==> config.mk <==
export PLATFORM = sky130hd
export DESIGN_NAME = mul_operand_gen
export DESIGN_NICKNAME = d
export VERILOG_FILES = /design/src/rtl/mul_operand_gen.sv
export SDC_FILE = /design/constraint.sdc
export NUM_CORES = 1
export LEC_CHECK = 0
export BUFFER_PORTS_ARGS = -buffer_cell sky130_fd_sc_hd__buf_2
export CORE_MARGIN = 2
export CORE_UTILIZATION = 45
export CTS_BUF_LIST = sky130_fd_sc_hd__clkbuf_4 sky130_fd_sc_hd__clkbuf_8
export DETAILED_ROUTE_END_ITERATION = 8
export GPL_TIMING_DRIVEN = 1
export HOLD_SLACK_MARGIN = 0.06
export PLACE_DENSITY = 0.66
export SETUP_SLACK_MARGIN = 0.5
export SYNTH_ARGS = -nofsm -noshare
export SYNTH_HDL_FRONTEND = slang
export SYNTH_SLANG_ARGS = --single-unit
==> constraint.sdc <==
create_clock -name clk -period 4.46 [get_ports clk]
set_input_delay 1.338 -clock clk [delete_from_list [all_inputs] [get_ports clk]]
set_output_delay 1.338 -clock clk [all_outputs]
set_load 0.005 [all_outputs]
==> src/rtl/mul_operand_gen.sv <==
// mul_operand_gen: streams every walking-bit (a,b) operand pair over valid/ready
// Ports: clk, rst (sync, active-high), start (begin sweep from IDLE),
//   a/b (operands), valid/ready (handshake), pat (class 0..5), busy (RUN),
//   done (one-cycle pulse after last transfer), xfer_cnt (transfers this sweep).
// MUL_GEN_TRIPLE_EN: when defined, adds walking 101s/010s classes (4, 5).
module mul_operand_gen #(
  parameter int W = 65
) (
  input  logic         clk,
  input  logic         rst,
  input  logic         start,
  input  logic         ready,
  output logic [W-1:0] a,
  output logic [W-1:0] b,
  output logic         valid,
  output logic [2:0]   pat,
  output logic         busy,
  output logic         done,
  output logic [31:0]  xfer_cnt
);
  localparam int CW = $clog2(W + 1);
`ifdef MUL_GEN_TRIPLE_EN
  localparam logic [2:0] LAST_PAT = 3'd5;
`else
  localparam logic [2:0] LAST_PAT = 3'd3;
`endif
  typedef enum logic {IDLE, RUN} state_t;
  state_t r_state, w_state;
  logic [W-1:0] r_a, r_b, w_a, w_b;
  logic [2:0] r_pat, w_pat;
  logic [CW-1:0] r_i, r_j, w_i, w_j;
  logic r_valid, w_valid, r_done, w_done, w_xfer, w_fill;
  logic [31:0] r_cnt, w_cnt;
  // Odd classes are the bitwise complement of the preceding even class,
  // so the seed is a small low-bit motif optionally inverted.
  function automatic logic [W-1:0] seed(input logic [2:0] p);
    logic [W-1:0] base;
    base = p[2] ? W'(5) : p[1] ? W'(3) : W'(1);
    return p[0] ? ~base : base;
  endfunction
  assign w_xfer = r_valid && ready;
  assign w_fill = r_pat[0];
  always_comb begin
    w_state = r_state;
    w_a = r_a;
    w_b = r_b;
    w_pat = r_pat;
    w_i = r_i;
    w_j = r_j;
    w_valid = r_valid;
    w_done = 1'b0;
    w_cnt = r_cnt;
    if (r_state == IDLE) begin
      if (start) begin
        w_state = RUN;
        w_a = seed(3'd0);
        w_b = seed(3'd0);
        w_pat = 3'd0;
        w_i = '0;
        w_j = '0;
        w_valid = 1'b1;
        w_cnt = '0;
      end
    end else if (w_xfer) begin
      w_cnt = r_cnt + 32'd1;
      if (r_j != CW'(W - 1)) begin
        w_j = r_j + CW'(1);
        w_b = {r_b[W-2:0], w_fill};
      end else if (r_i != CW'(W - 1)) begin
        w_j = '0;
        w_i = r_i + CW'(1);
        w_b = seed(r_pat);
        w_a = {r_a[W-2:0], w_fill};
      end else if (r_pat != LAST_PAT) begin
        w_j = '0;
        w_i = '0;
        w_pat = r_pat + 3'd1;
        w_a = seed(r_pat + 3'd1);
        w_b = seed(r_pat + 3'd1);
      end else begin
        w_state = IDLE;
        w_j = '0;
        w_i = '0;
        w_valid = 1'b0;
        w_done = 1'b1;
      end
    end
  end
  always_ff @(posedge clk) begin
    if (rst) begin
      r_state <= IDLE;
      r_a <= '0;
      r_b <= '0;
      r_pat <= '0;
      r_i <= '0;
      r_j <= '0;
      r_valid <= 1'b0;
      r_done <= 1'b0;
      r_cnt <= '0;
    end else begin
      r_state <= w_state;
      r_a <= w_a;
      r_b <= w_b;
      r_pat <= w_pat;
      r_i <= w_i;
      r_j <= w_j;
      r_valid <= w_valid;
      r_done <= w_done;
      r_cnt <= w_cnt;
    end
  end
  assign a = r_a;
  assign b = r_b;
  assign valid = r_valid;
  assign pat = r_pat;
  assign busy = r_state == RUN;
  assign done = r_done;
  assign xfer_cnt = r_cnt;
endmodule
======== Word level (Yosys, flattened, before mapping) ========
Cells that the tools add are included.
word-level totals
  bits in registers ....................... 182
  input bits .............................. 4
  output and inout bits ................... 168
  logic and storage cells ................. 82
cells by class
  add/sub/neg operators ................... 4
  equality and inequality tests ........... 10
  mux-type cells .......................... 46
  bitwise operators ....................... 4
  reductions and logical operators ........ 9
operators with widths
  cell                                                   number
  2-to-1 mux 65 bit                                      12
  NOT 3 -> 65 bit                                        2
  2-to-1 mux 32 bit                                      3
  2-to-1 mux 7 bit                                       8
  adder 32 x 1 -> 32 bit, second input constant          1
  2-to-1 mux 3 bit                                       8
  adder 7 x 1 -> 7 bit, second input constant            2
  inequality test 7 bit, second input constant           2
  2-to-1 mux 1 bit                                       13
  AND reduction 5 bit                                    2
  inequality test 2 bit, second input constant           3
  AND reduction 3 bit                                    2
  OR reduction 5 bit                                     1
  2-to-1 mux 2 bit                                       2
  inequality test 2 x 1 -> 1 bit, second input constant  2
  inequality test 4 x 1 -> 1 bit, second input constant  1
  AND reduction 4 bit                                    1
  adder 3 x 1 -> 3 bit, second input constant            1
  inequality test 3 x 1 -> 1 bit, second input constant  1
  inequality test 3 x 2 -> 1 bit, second input constant  1
  NOT 1 bit                                              2
  AND reduction 2 bit                                    1
  nonzero test 2 bit                                     1
  logical AND 1 bit                                      1

======== Logic depth before layout (Yosys ltp) ========
Gate-level depths: netlist of run 1.
  depth in word-level cells ............... 10
  gate-level depth with buffers ........... 9
  gate-level depth less buffers ........... 7

======== Worst setup path after synthesis of run 1 ========
OpenSTA, ideal clock, no wires.
  path kind ............................... input port to flip-flop
  start ................................... input start
  end ..................................... register r_cnt[25], in the netlist xfer_cnt[25]
  library setup time ...................... 0.116 ns
  arrival ................................. 2.824 ns
  data required time ...................... 4.344 ns
  setup slack ............................. 1.520 ns
  cell stages on the path ................. 6
  buffers on the path ..................... 1
  path through ............................ nand2b_1 > clkbuf_1 > a2111oi_0 > nor4b_2 > a21oi_1 > a31o_2
on the way
  longest elaborated chain between the ends .. 2
RTL lines
  what                           RTL line  text
  start: declaration             11        input logic start,
  nonzero test 2 bit (no line)   --
  AND reduction 2 bit (no line)  --
  end signal: assignment         109       r_cnt <= w_cnt;
  end: declaration               33        logic [31:0] r_cnt, w_cnt;
No other way between the ends.
A chain may end at the register's enable or synchronous reset.

======== Worst setup path in the final report of run 1 ========
  start ................................... input start
  end ..................................... register r_cnt[29], in the netlist xfer_cnt[29]
The elaborated chain is that of the path after synthesis.

==> summary.md, run 1 <==
| Metric | Value |
|---|---|
| Final max-slew violation count | `0` |
| Number of hold-repair buffers added at the cts stage | `0` |
| Count of endpoints failing setup in the final report | `0` |
| I/O pins | `172` |
| Floorplan core area | `0.01600 sq mm` |
| Critical Path Sink Type | `flip-flop` |
| Number of vias in the routed layout | `6489` |
| Final HPWL from detailed placement | `11540 microns` |
| Total Negative Setup Slacks | `0 ns` |
| LEAKAGE | `3.565 nW` |
| Post-synth net total | `862` |
| First-pass GRT wire length | `28970 microns` |
| Number of clock sinks | `182` |
| CTS tree | `done` |
| Root Buffer | `clkbuf_8` |
| Sequential cell area fraction in the yosys report | `49.25%` |
| Total number of yosys warnings | `0` |
| Final ANT Viol Nets | `0` |
| Power density over the cells | `355.4 mW/mm^2` |
| Data required time of the worst path | `4.82 ns` |
| Die outline area | `0.01748 sq mm` |
| Critical path, cell by cell | `buf_2, nand2b_1, a2111oi_0, nor4b_2, a21oi_1, a31o_2` |
| Maximum number of pins on one net before global-route repair | `82` |
| Cts bufs inserted | `17` |
| Final Hold Vio Count | `0` |
| Post-Syn Area | `0.007398 sq mm` |
| Initial Utilization | `46.24%` |
| Chip Height | `132.2 microns` |
| Number of search-and-repair iterations in the first detailed-routing pass | `4` |
| Tightest Hold Check Type | `reg2reg` |
| Total global-route track usage | `19.85%` |
| Number of nets in the layout | `1001` |
| Cell with the largest stage delay on the worst path | `nor4b_2` |
| Cell family with the largest share of critical-path delay | `compound AO/OA/AOI/OAI gates` |
| Resize count post-CTS | `0` |
| Number of synthesized flops with an enable pin | `0` |
| Share of final-layout standard cells stronger than drive strength 1 | `23.63%` |
| H-tree level count | `4` |
| Std cell rows | `46` |
| Setup repair after global routing missed its margin | `false` |
| Clk_skew | `0.01499 ns` |
| Share of the synthesized area in the top cell type | `49.25%` |
| Number of antenna repair diodes | `0` |
| Hold WS | `0.4734 ns` |
| Post-placement worst setup slack | `0.9186 ns` |
| CTS clock-pin slew for the worst setup and hold paths | `0.10 ns` |
| FF-to-FF setup slack | `1.38 ns` |
| Antenna violations before repair | `0` |
| Flop and latch count out of synthesis | `182` |
| Post-DR wirelength/cell | `14.66 microns` |
| FMAX | `320.3 MHz` |
| Kind of start point of the critical path | `input pin` |
| Weighted congestion reported at the end of routability-driven placement | `0.7989` |
| Worst Path Max Fanout | `11` |
| Time the worst path needs with I/O delays and setup | `3.122 ns` |
| Cell type contributing the most total cell area after synthesis | `dfxtp_1` |
| CP Class | `in2reg` |
| Synth Instances | `851` |
| Number of remaining DRC errors | `0` |
| Drt via density | `5.323` |
| Violation count after the first detailed-routing iteration | `446` |
| Routed wire length | `17870 microns` |
| Post-CTS Setup Bufs | `0` |
| Peak per-stage delay on the critical path | `0.72 ns` |
| Overflow left after global routing | `0` |
| Result of the run | `complete, no violations` |
| Number of buffers on the longest clock path | `2` |
| Relative slew margins | `20.77%` |
| Area growth from synthesis to final layout | `18.33%` |
| Share of flip-flops with an asynchronous set or reset after synthesis | `0%` |
| Clock latency on the worst-skew pair | `0.47 ns` |
| Most used flip-flop cell after synthesis | `dfxtp_1` |
| Cells taking the most area after synthesis | `dfxtp_1 (49%), nor2_1 (8.8%), o2bb2ai_1 (7.3%)` |
| Power consumption | `3.112 mW` |
| Input/output buffers | `171` |
| Worst vdd ir | `0.0002005 V` |
| Slew @ Worst Pin | `1.188 ns` |
| Max-capacitance violation count | `0` |
| Width of the die | `132.2 microns` |
| Period utilisation layout | `69.99%` |
| Endpoint arrival time on the critical path | `3.48 ns` |
| Crit path setup slack, layout | `1.338 ns` |
| Worst Path Buf+Inv | `1` |
| Vias in the first global route | `5586` |
| Mean post-synth cell area | `8.694 sq um` |
| Count of distinct cell types in the synthesized netlist | `58` |
-- worst paths after layout --
check,from,to,depth (start not counted)
max,start,xfer_cnt[29],6
min,b[64],b[64],1
max reg2reg,pat[0],b[36],7
min reg2reg,b[64],b[64],1
-- kinds of logic after synthesis --
group	count (synthesis)	synth area share [%]
fa+ha+maj	7	1.184
simple gates	368	23.52
mux	6	0.8625
flops	182	49.25
buf+inv	69	4.380
compound gates	191	17.49
xor+xnor	28	3.315
-- cell usage after synthesis (10+ instances only) --
cell	number
nor2_1	173
xnor2_1	17
dfxtp_1	182
clkbuf_1	31
nand2_1	34
buf_2	16
nor3_1	70
a21oi_1	91
xor2_1	11
nand3_1	20
o2bb2ai_1	62
nor4_1	10
-- final cells by class --
cell class	count	area [sq um]
multi-input combinational	600	3453
clock buffer	18	247.7
fill	1577	7246
clock inverter	14	178.9
inverter	8	30.03
timing repair buffer	181	930.9
sequential	182	3643
tap	216	270.3
-- sequential cells by signal, summed over array words and instances (netlist names) --
register and cells:
xfer_cnt 32, r_j 7, r_i 7, valid 1
pat 3, a 65, busy 1, b 65
done 1
-- per-stage QoR --
stage                     area (sq um)  std cells  utilization [%]
after global routing              8755       1219            54.72
final                             8755       1219            54.72
after floorplan                   7398        851                -
after global placement            8328       1187            52.05
after CTS                         8755       1219            54.72
after detailed placement          8328       1187            52.05
-- worst register-to-register path, stage by stage, from the launching register on --
cell       delay (ns)
dfxtp_1          0.69
ha_1             0.25
ha_1             0.34
nand2_1          0.15
nor4b_1          0.18
a211oi_1         0.23
or3_2            0.91
o2bb2ai_1        0.19
-- cells in the final DEF, fill, tap and decap left out, types with 2 or more instances in the layout --
cell type / n
inv_6: 5
nor2_1: 172
xnor2_1: 17
a21oi_1: 91
dfxtp_1: 182
a31oi_1: 4
buf_4: 10
nor4b_1: 3
mux2i_1: 3
bufinv_16: 2
clkinv_4: 2
or4b_1: 2
nor4_1: 10
xor2_1: 11
nor2_4: 2
a31o_2: 4
and4_1: 4
a2111oi_0: 3
and3_1: 7
nor2b_1: 6
nand2_1: 34
a211oi_1: 3
ha_1: 7
mux2_2: 3
buf_2: 171
o2bb2ai_1: 62
nand4_1: 9
or3_2: 2
or3_1: 7
clkbuf_8: 18
o21a_1: 2
nand3b_1: 2
inv_8: 3
nor3_1: 70
o21ai_0: 9
nand3_1: 20
nand2b_1: 7
inv_1: 8
-- routing by layer --
layer | vias up | GRT usage (%) | wire length, microns
li1 | 3298 | - | -
met1 | 2997 | 29.73 | 8981
met2 | 171 | 26.77 | 7390
met3 | 23 | 6.190 | 1259
met4 | 0 | 6.571 | 239
met5 | - | 0 | 0
-- report_power, final --
part	internal, mW	switching (mW)	total (mW)
sequential	1.67	0.0352	1.70
clock	0.539	0.640	1.18
combinational	0.0821	0.147	0.229
Power figures use the tool's default switching activity.
==> inputs of run 2 (changes only) <==
Settings changed: ABC_AREA set to 1, PLACE_DENSITY 0.66 to 0.64.
Clock period 4.46 ns to 3.1 ns, I/O delays scaled along.
==> run 2 against run 1 <==
Wire length increased by 24%. Global-route usage increased by 1.7 points. First-iteration DRC count increased by 13%. Die area increased by 17%. Critical path depth decreased by 5. Cell count increased by 39%. Sequential share of layout area decreased by 5.4 points. Combinational power increased by 60%.
==> summary.md, run 2 <==
| Metric | Value |
|---|---|
| Result of the run | `complete, no violations (unchanged)` |
| Total instance count after detailed placement | `1661 (was 1187)` |
| Number of antenna repair diodes | `0 (unchanged)` |
| Routed wire length | `22210 microns (was 17870 microns)` |
| Number of vias in the routed layout | `8443 (was 6489)` |
| Critical Path Sink Type | `output port (was flip-flop)` |
| Launch point of the critical path | `busy (was start)` |
| Cell count of the worst hold path | `2 (was 1)` |
| Cell type contributing the most total cell area after synthesis | `dfxtp_1 (unchanged)` |
| Overflow left after global routing | `0 (unchanged)` |
| Chip Height | `143 microns (was 132.2 microns)` |
| Clock latency on the worst-skew pair | `0.47 ns (about the same)` |
| Cell depth of the worst flop-to-flop path | `9 (was 7)` |
| Vias in the first global route | `7371 (was 5586)` |
| FMAX | `421.7 MHz` |
| Maximum number of pins on one net before global-route repair | `68 (was 82)` |
| Final ANT Viol Nets | `0 (unchanged)` |
| Input/output buffers | `171 (unchanged)` |
| Share of final-layout standard cells stronger than drive strength 1 | `18.42% (was 23.63%)` |
| Critical path, cell by cell | `buf_2 (was buf_2, nand2b_1, a2111oi_0, nor4b_2, a21oi_1, a31o_2)` |
| Final Hold Vio Count | `0 (unchanged)` |
| Drt via density | `4.987 (was 5.323)` |
| Die outline area | `0.02045 sq mm (was 0.01748 sq mm)` |
| Commonest non-fill, non-tap cell in the layout | `nand2_1 (was dfxtp_1)` |
| Setup repair after global routing missed its margin | `false (unchanged)` |
| Worst Path Buf+Inv | `1 (unchanged)` |
| Number of clock sinks | `182 (unchanged)` |
| Count of endpoints failing setup in the final report | `0 (unchanged)` |
| Share of flip-flops with an asynchronous set or reset after synthesis | `0% (unchanged)` |
| Number of synthesized flops with an enable pin | `0 (unchanged)` |
| Post-synth net total | `1308 (was 862)` |
| Post-Syn Area | `0.008695 sq mm (was 0.007398 sq mm)` |
| Total Negative Setup Slacks | `0 ns (unchanged)` |
| Worst Path Max Fanout | `12 (was 11)` |
| Std cell rows | `50 (was 46)` |
| Number of buffers on the longest clock path | `2 (unchanged)` |
| Origin of the critical flop-to-flop path | `busy (was pat[0])` |
| Share of the synthesized area in the top cell type | `41.91% (was 49.25%)` |
| Tightest Hold Check Type | `reg2reg (unchanged)` |
| Cell family with the largest share of critical-path delay | `flip-flops (was compound AO/OA/AOI/OAI gates)` |
| Weighted congestion reported at the end of routability-driven placement | `0.8133 (was 0.7989)` |
| CP Class | `reg2out (was in2reg)` |
| Instance count on the critical path | `1 (was 6)` |
| Hold WS | `0.4708 ns (was 0.4734 ns)` |
| Post-CTS Setup Bufs | `0 (unchanged)` |
| Clk_skew | `0.01971 ns (was 0.01499 ns)` |
| Max-capacitance violation count | `0 (unchanged)` |
| Sequential cell area fraction in the yosys report | `41.91% (was 49.25%)` |
| Period utilisation layout | `76.50%` |
| Crit path setup slack, layout | `0.7285 ns (was 1.338 ns)` |
| Total number of yosys warnings | `0 (unchanged)` |
| First-pass GRT wire length | `36410 microns (was 28970 microns)` |
| Area growth from synthesis to final layout | `15.60% (was 18.33%)` |
| Cell with the largest stage delay on the worst path | `dfxtp_1 (was nor4b_2)` |
| Data required time of the worst path | `2.17 ns (was 4.82 ns)` |
| Count of distinct cell types in the synthesized netlist | `31 (was 58)` |
| Floorplan core area | `0.01883 sq mm (was 0.01600 sq mm)` |
| Worst vdd ir | `0.0002510 V (was 0.0002005 V)` |
| Width of the die | `143 microns (was 132.2 microns)` |
| Cts bufs inserted | `17 (unchanged)` |
| Fillers | `1943 (was 1577)` |
| Min-Delay Startpoint | `b[64] (unchanged)` |
| Commonest cells after routing, fill and taps aside | `nand2_1 (370), a21oi_1 (215), dfxtp_1 (182), buf_2 (170), inv_1 (116) (was dfxtp_1 (182), nor2_1 (172), buf_2 (171), a21oi_1 (91), nor3_1 (70))` |
| FF-to-FF setup slack | `0.74 ns (was 1.38 ns)` |
| Endpoint arrival time on the critical path | `1.44 ns (was 3.48 ns)` |
| Total global-route track usage | `21.55% (was 19.85%)` |
| Most instantiated cells after synthesis | `nand2_1 (370), a21oi_1 (215), dfxtp_1 (182), inv_1 (116), nor2_1 (113) (was dfxtp_1 (182), nor2_1 (173), a21oi_1 (91), nor3_1 (70), o2bb2ai_1 (62))` |
| Peak per-stage delay on the critical path | `0.75 ns (was 0.72 ns)` |
| Flop and latch count out of synthesis | `182 (unchanged)` |
| Antenna violations before repair | `0 (unchanged)` |
| Power density over the cells | `443.1 mW/mm^2 (was 355.4 mW/mm^2)` |
| LEAKAGE | `4.313 nW (was 3.565 nW)` |
| Synth Instances | `1297 (was 851)` |
| Most used flip-flop cell after synthesis | `dfxtp_1 (unchanged)` |
| Kind of start point of the critical path | `flip-flop (was input pin)` |
| Initial Utilization | `46.17% (was 46.24%)` |
| I/O pins | `172 (unchanged)` |
| Post-DR wirelength/cell | `13.12 microns (was 14.66 microns)` |
| Violation count after the first detailed-routing iteration | `502 (was 446)` |
| Number of nets in the layout | `1431 (was 1001)` |
| Number of remaining DRC errors | `0 (unchanged)` |
| Mean post-synth cell area | `6.704 sq um (was 8.694 sq um)` |
| Number of search-and-repair iterations in the first detailed-routing pass | `5 (was 4)` |
| Time the worst path needs with I/O delays and setup | `2.372 ns` |
| Final max-slew violation count | `0 (unchanged)` |
| Most frequently used cell type in the post-synthesis netlist | `nand2_1 (was dfxtp_1)` |
| CTS tree | `done (unchanged)` |
| Final HPWL from detailed placement | `14070 microns (was 11540 microns)` |
| Cells taking the most area after synthesis | `dfxtp_1 (42%), nand2_1 (16%), a21oi_1 (12%) (was dfxtp_1 (49%), nor2_1 (8.8%), o2bb2ai_1 (7.3%))` |
| H-tree level count | `4 (unchanged)` |
| Post-placement worst setup slack | `0.4689 ns (was 0.9186 ns)` |
| Slew @ Worst Pin | `0.7324 ns (was 1.188 ns)` |
| CTS clock-pin slew for the worst setup and hold paths | `0.09 ns (was 0.10 ns)` |
| Relative slew margins | `51.18% (was 20.77%)` |
| Root Buffer | `clkbuf_8 (unchanged)` |
| Number of cells in the finished layout apart from fillers | `1693 (was 1219)` |
-- run 2: final cells by class --
| cell class | count | area [sq um] | share of cell area [%] |
|---|---|---|---|
| Timing Repair Buffer | 187 | 1066 | 10.61 |
| Clock buffer | 18 | 241.5 | 2.403 |
| Tap cell | 260 | 325.3 | 3.237 |
| Sequential cell | 182 | 3643 | 36.25 |
| Clock inverter | 14 | 163.9 | 1.631 |
| Inverter | 124 | 465.4 | 4.631 |
| Multi-Input combinational cell | 908 | 4145 | 41.24 |
-- run 2: worst paths after layout --
path	to
min	b[64]
min reg2reg	b[64]
max reg2reg	a[36]
max	busy
-- run 2: stage by stage --
| step | total power [mW] | utilization (%) | cell area (sq um) |
|---|---|---|---|
| after global routing | 4.651 | 53.38 | 10050 |
| after CTS | 4.512 | 53.34 | 10040 |
| after global placement | 2.831 | 51.18 | 9638 |
| after floorplan | 2.727 | - | 8695 |
| final | 4.454 | 53.38 | 10050 |
| after detailed placement | 2.833 | 51.18 | 9638 |
-- run 2: power breakdown --
group	switching [mW]	internal, mW	leakage [nW]
Combinational	0.256	0.111	2.64
Sequential	0.0353	2.38	1.47
Clock	0.929	0.747	0.197
Total	1.22	3.23	4.31
-- run 2: logic make-up after synthesis --
| group | count (synthesis) | synth area share, % |
|---|---|---|
| buffers and inverters | 207 | 10.62 |
| DFF | 182 | 41.91 |
| xor gates and xnor gates | 5 | 0.5038 |
| adders and majority gates | 7 | 1.007 |
| and+or+nand+nor | 614 | 29.24 |
| AOI/OAI and AO/OA | 282 | 16.72 |
-- run 2: timing repair --
item,in CTS,in global routing
endpoints found under the hold margin,0,0
hold buffers,0,0
gates resized for setup,0,1
setup endpoints to repair,0,2
-- run 2: per-layer routing --
| metal | wire length (microns) | share of wire [%] | global-route usage, % |
|---|---|---|---|
| met1 | 10430 | 47 | 29.67 |
| met2 | 10110 | 46 | 33.06 |
| met3 | 1399 | 6.3 | 6.137 |
| met4 | 272 | 1.2 | 5.836 |
| met5 | 0 | 0 | 0 |
==> inputs of run 3 (changes only) <==
Settings changed: PLACE_DENSITY 0.64 to 0.67.
Clock period 3.1 ns to 2.15 ns, I/O delays scaled along.
==> run 3 against run 2 <==
Non-clock buffer count up 81. Wire length up 17%. Register-to-register slack worse by 0.37 ns. Largest power group unchanged. Cell count up 4.8%. Combinational power up 120%.
==> summary.md, run 3 (same netlist as run 2, synthesis figures left out) <==
| Metric | Value |
|---|---|
| Result of the run | `complete, no violations (unchanged)` |
| Cts bufs inserted | `17 (unchanged)` |
| Cell depth of the worst flop-to-flop path | `11 (was 9)` |
| Endpoint arrival time on the critical path | `2.15 ns (was 1.44 ns)` |
| Overflow left after global routing | `0 (unchanged)` |
| Number of search-and-repair iterations in the first detailed-routing pass | `5 (unchanged)` |
| Worst vdd ir | `0.0003898 V (was 0.0002510 V)` |
| Max-capacitance violation count | `0 (unchanged)` |
| Endpoint, Worst Hold | `done (was b[64])` |
| Drt via density | `5.086 (was 4.987)` |
| Total Negative Setup Slacks | `0 ns (unchanged)` |
| Commonest non-fill, non-tap cell in the layout | `nand2_1 (unchanged)` |
| Floorplan core area | `0.01883 sq mm (unchanged)` |
| Worst Path Max Fanout | `8 (was 12)` |
| Cell count of the worst hold path | `2 (unchanged)` |
| Min-Delay Startpoint | `rst (was b[64])` |
| Commonest cells after routing, fill and taps aside | `nand2_1 (362), a21oi_1 (196), buf_2 (159), dfxtp_2 (126), inv_1 (110) (was nand2_1 (370), a21oi_1 (215), dfxtp_1 (182), buf_2 (170), inv_1 (116))` |
| Violation count after the first detailed-routing iteration | `565 (was 502)` |
| Input/output buffers | `171 (unchanged)` |
| Power density over the cells | `574.4 mW/mm^2 (was 443.1 mW/mm^2)` |
| Kind of start point of the critical path | `flip-flop (unchanged)` |
| FMAX | `561.8 MHz` |
| Relative slew margins | `62.27% (was 51.18%)` |
| Origin of the critical flop-to-flop path | `pat[0] (was busy)` |
| FF-to-FF setup slack | `0.37 ns (was 0.74 ns)` |
| Final ANT Viol Nets | `0 (unchanged)` |
| Critical path, cell by cell | `ha_4, ha_4, nand2_4, inv_2, nand3_4, nor2_4, nor2_4, buf_12, buf_12, nand3_1, a21oi_1 (was buf_2)` |
| Weighted congestion reported at the end of routability-driven placement | `0.8109 (was 0.8133)` |
| Maximum number of pins on one net before global-route repair | `104 (was 68)` |
| Post-DR wirelength/cell | `14.59 microns (was 13.12 microns)` |
| Number of nets in the layout | `1512 (was 1431)` |
| Routed wire length | `25890 microns (was 22210 microns)` |
| Share of final-layout standard cells stronger than drive strength 1 | `36.92% (was 18.42%)` |
| Capture instance of the worst register-to-register path | `b[39] (was a[36])` |
| Std cell rows | `50 (unchanged)` |
| Clock latency on the worst-skew pair | `0.47 ns (about the same)` |
| DP Area | `0.009788 sq mm (was 0.009638 sq mm)` |
| CTS clock-pin slew for the worst setup and hold paths | `0.10 ns (was 0.09 ns)` |
| Slew @ Worst Pin | `0.5659 ns (was 0.7324 ns)` |
| Width of the die | `143 microns (unchanged)` |
| Data required time of the worst path | `2.52 ns (was 2.17 ns)` |
| H-tree level count | `4 (unchanged)` |
| Number of clock sinks | `182 (unchanged)` |
| Count of endpoints failing setup in the final report | `0 (unchanged)` |
| Chip Height | `143 microns (unchanged)` |
| Area growth from synthesis to final layout | `36.01% (was 15.60%)` |
| Number of remaining DRC errors | `0 (unchanged)` |
| Root Buffer | `clkbuf_8 (unchanged)` |
| CTS tree | `done (unchanged)` |
| Tightest Hold Check Type | `in2reg (was reg2reg)` |
| Initial Utilization | `46.17% (unchanged)` |
| Design Area, Final | `0.01183 sq mm (was 0.01005 sq mm)` |
| Setup repair after global routing missed its margin | `true (was false)` |
| I/O pins | `172 (unchanged)` |
| Number of buffers on the longest clock path | `2 (unchanged)` |
| Antenna violations before repair | `2 (was 0)` |
| Vias in the first global route | `8086 (was 7371)` |
| First-pass GRT wire length | `40260 microns (was 36410 microns)` |
| Worst Path Buf+Inv | `3 (was 1)` |
| CP Class | `reg2reg (was reg2out)` |
| Final Hold Vio Count | `0 (unchanged)` |
| Final max-slew violation count | `0 (unchanged)` |
| Number of vias in the routed layout | `9027 (was 8443)` |
| LEAKAGE | `5.051 nW (was 4.313 nW)` |
| Critical Path Sink Type | `flip-flop (was output port)` |
| Power consumption | `6.793 mW (was 4.454 mW)` |
| Peak per-stage delay on the critical path | `0.37 ns (was 0.75 ns)` |
| Cell family with the largest share of critical-path delay | `simple AND/OR/NAND/NOR gates (was flip-flops)` |
| Cell with the largest stage delay on the worst path | `dfxtp_4 (was dfxtp_1)` |
| Clk_skew | `0.01764 ns (was 0.01971 ns)` |
| Number of hold-repair buffers added at the cts stage | `0 (unchanged)` |
| Die outline area | `0.02045 sq mm (unchanged)` |
| Hold WS | `0.3952 ns (was 0.4708 ns)` |
| Total global-route track usage | `24.16% (was 21.55%)` |
| Time the worst path needs with I/O delays and setup | `1.780 ns` |
| Period utilisation layout | `82.79%` |
| Final HPWL from detailed placement | `14380 microns (was 14070 microns)` |
-- run 3: cell types whose count changed in the layout (fill, tap and decap cells not counted), sizes merged, moves of 3 or more --
cell / delta
clkinvlp: -3
buf: +77
clkinv: +3
clkbuf: +4
-- run 3: area by class of cell --
type	instances	area (sq um)
Antenna cell	1	2.502
Clock buffer	18	247.7
Clock inverter	14	171.4
Fill cell	1660	7005
Inverter	124	475.5
Multi-Input combinational cell	908	4571
Sequential cell	182	3872
Tap cell	260	325.3
Timing Repair Buffer	268	2160
-- run 3: per-layer routing --
layer  share of wire [%]  GRT usage, %  vias up  wire (microns)
met5               0.031             0        -               8
li1                    -             -     4565               -
met1                  44         31.50     4185           11390
met3                 5.6         5.634       39            1456
met2                  48         39.54      236           12440
met4                 2.3         7.817        2             591
-- run 3: how the worst max path moves through the flow --
stage               startpoint  endpoint  cells after the start
floorplan               pat[0]     b[34]                     11
global placement        r_j[0]     b[64]                     11
detailed placement       ready     a[30]                     10
CTS                     r_i[1]     b[59]                     12
global route            pat[0]     b[39]                     11
finish                  pat[0]     b[39]                     11
-- run 3: repair_timing --
item,CTS,global route
cloned,8,5
setup buffers,40,16
setup endpoints to repair,219,288
pin swaps,21,18
gates resized for setup,158,181
-- run 3: worst register-to-register path: cells and delay by family (launching register included) --
kind,cells,cell delay [ns]
buffers and inverters,3,0.35
AOI/OAI and AO/OA,1,0.22
DFF,1,0.37
and+or+nand+nor,5,0.42
adders and majority gates,2,0.31
-- run 3: where the power goes --
group | total [mW] | internal (mW) | switching [mW]
combinational | 0.802 | 0.334 | 0.468
sequential | 3.46 | 3.41 | 0.0490
clock | 2.53 | 1.20 | 1.33
total | 6.79 | 4.94 | 1.85
-- run 3: through the flow --
step | util [%] | instances | setup WS [ns]
2_1_floorplan | - | 1297 | 0.5120
3_3_place_gp | 51.98 | 1673 | 0.2597
3_5_place_dp | 51.98 | 1673 | 0.2145
4_1_cts | 59.06 | 1753 | 0.4141
5_1_grt | 62.80 | 1775 | 0.2769
6_report | 62.80 | 1775 | 0.3701
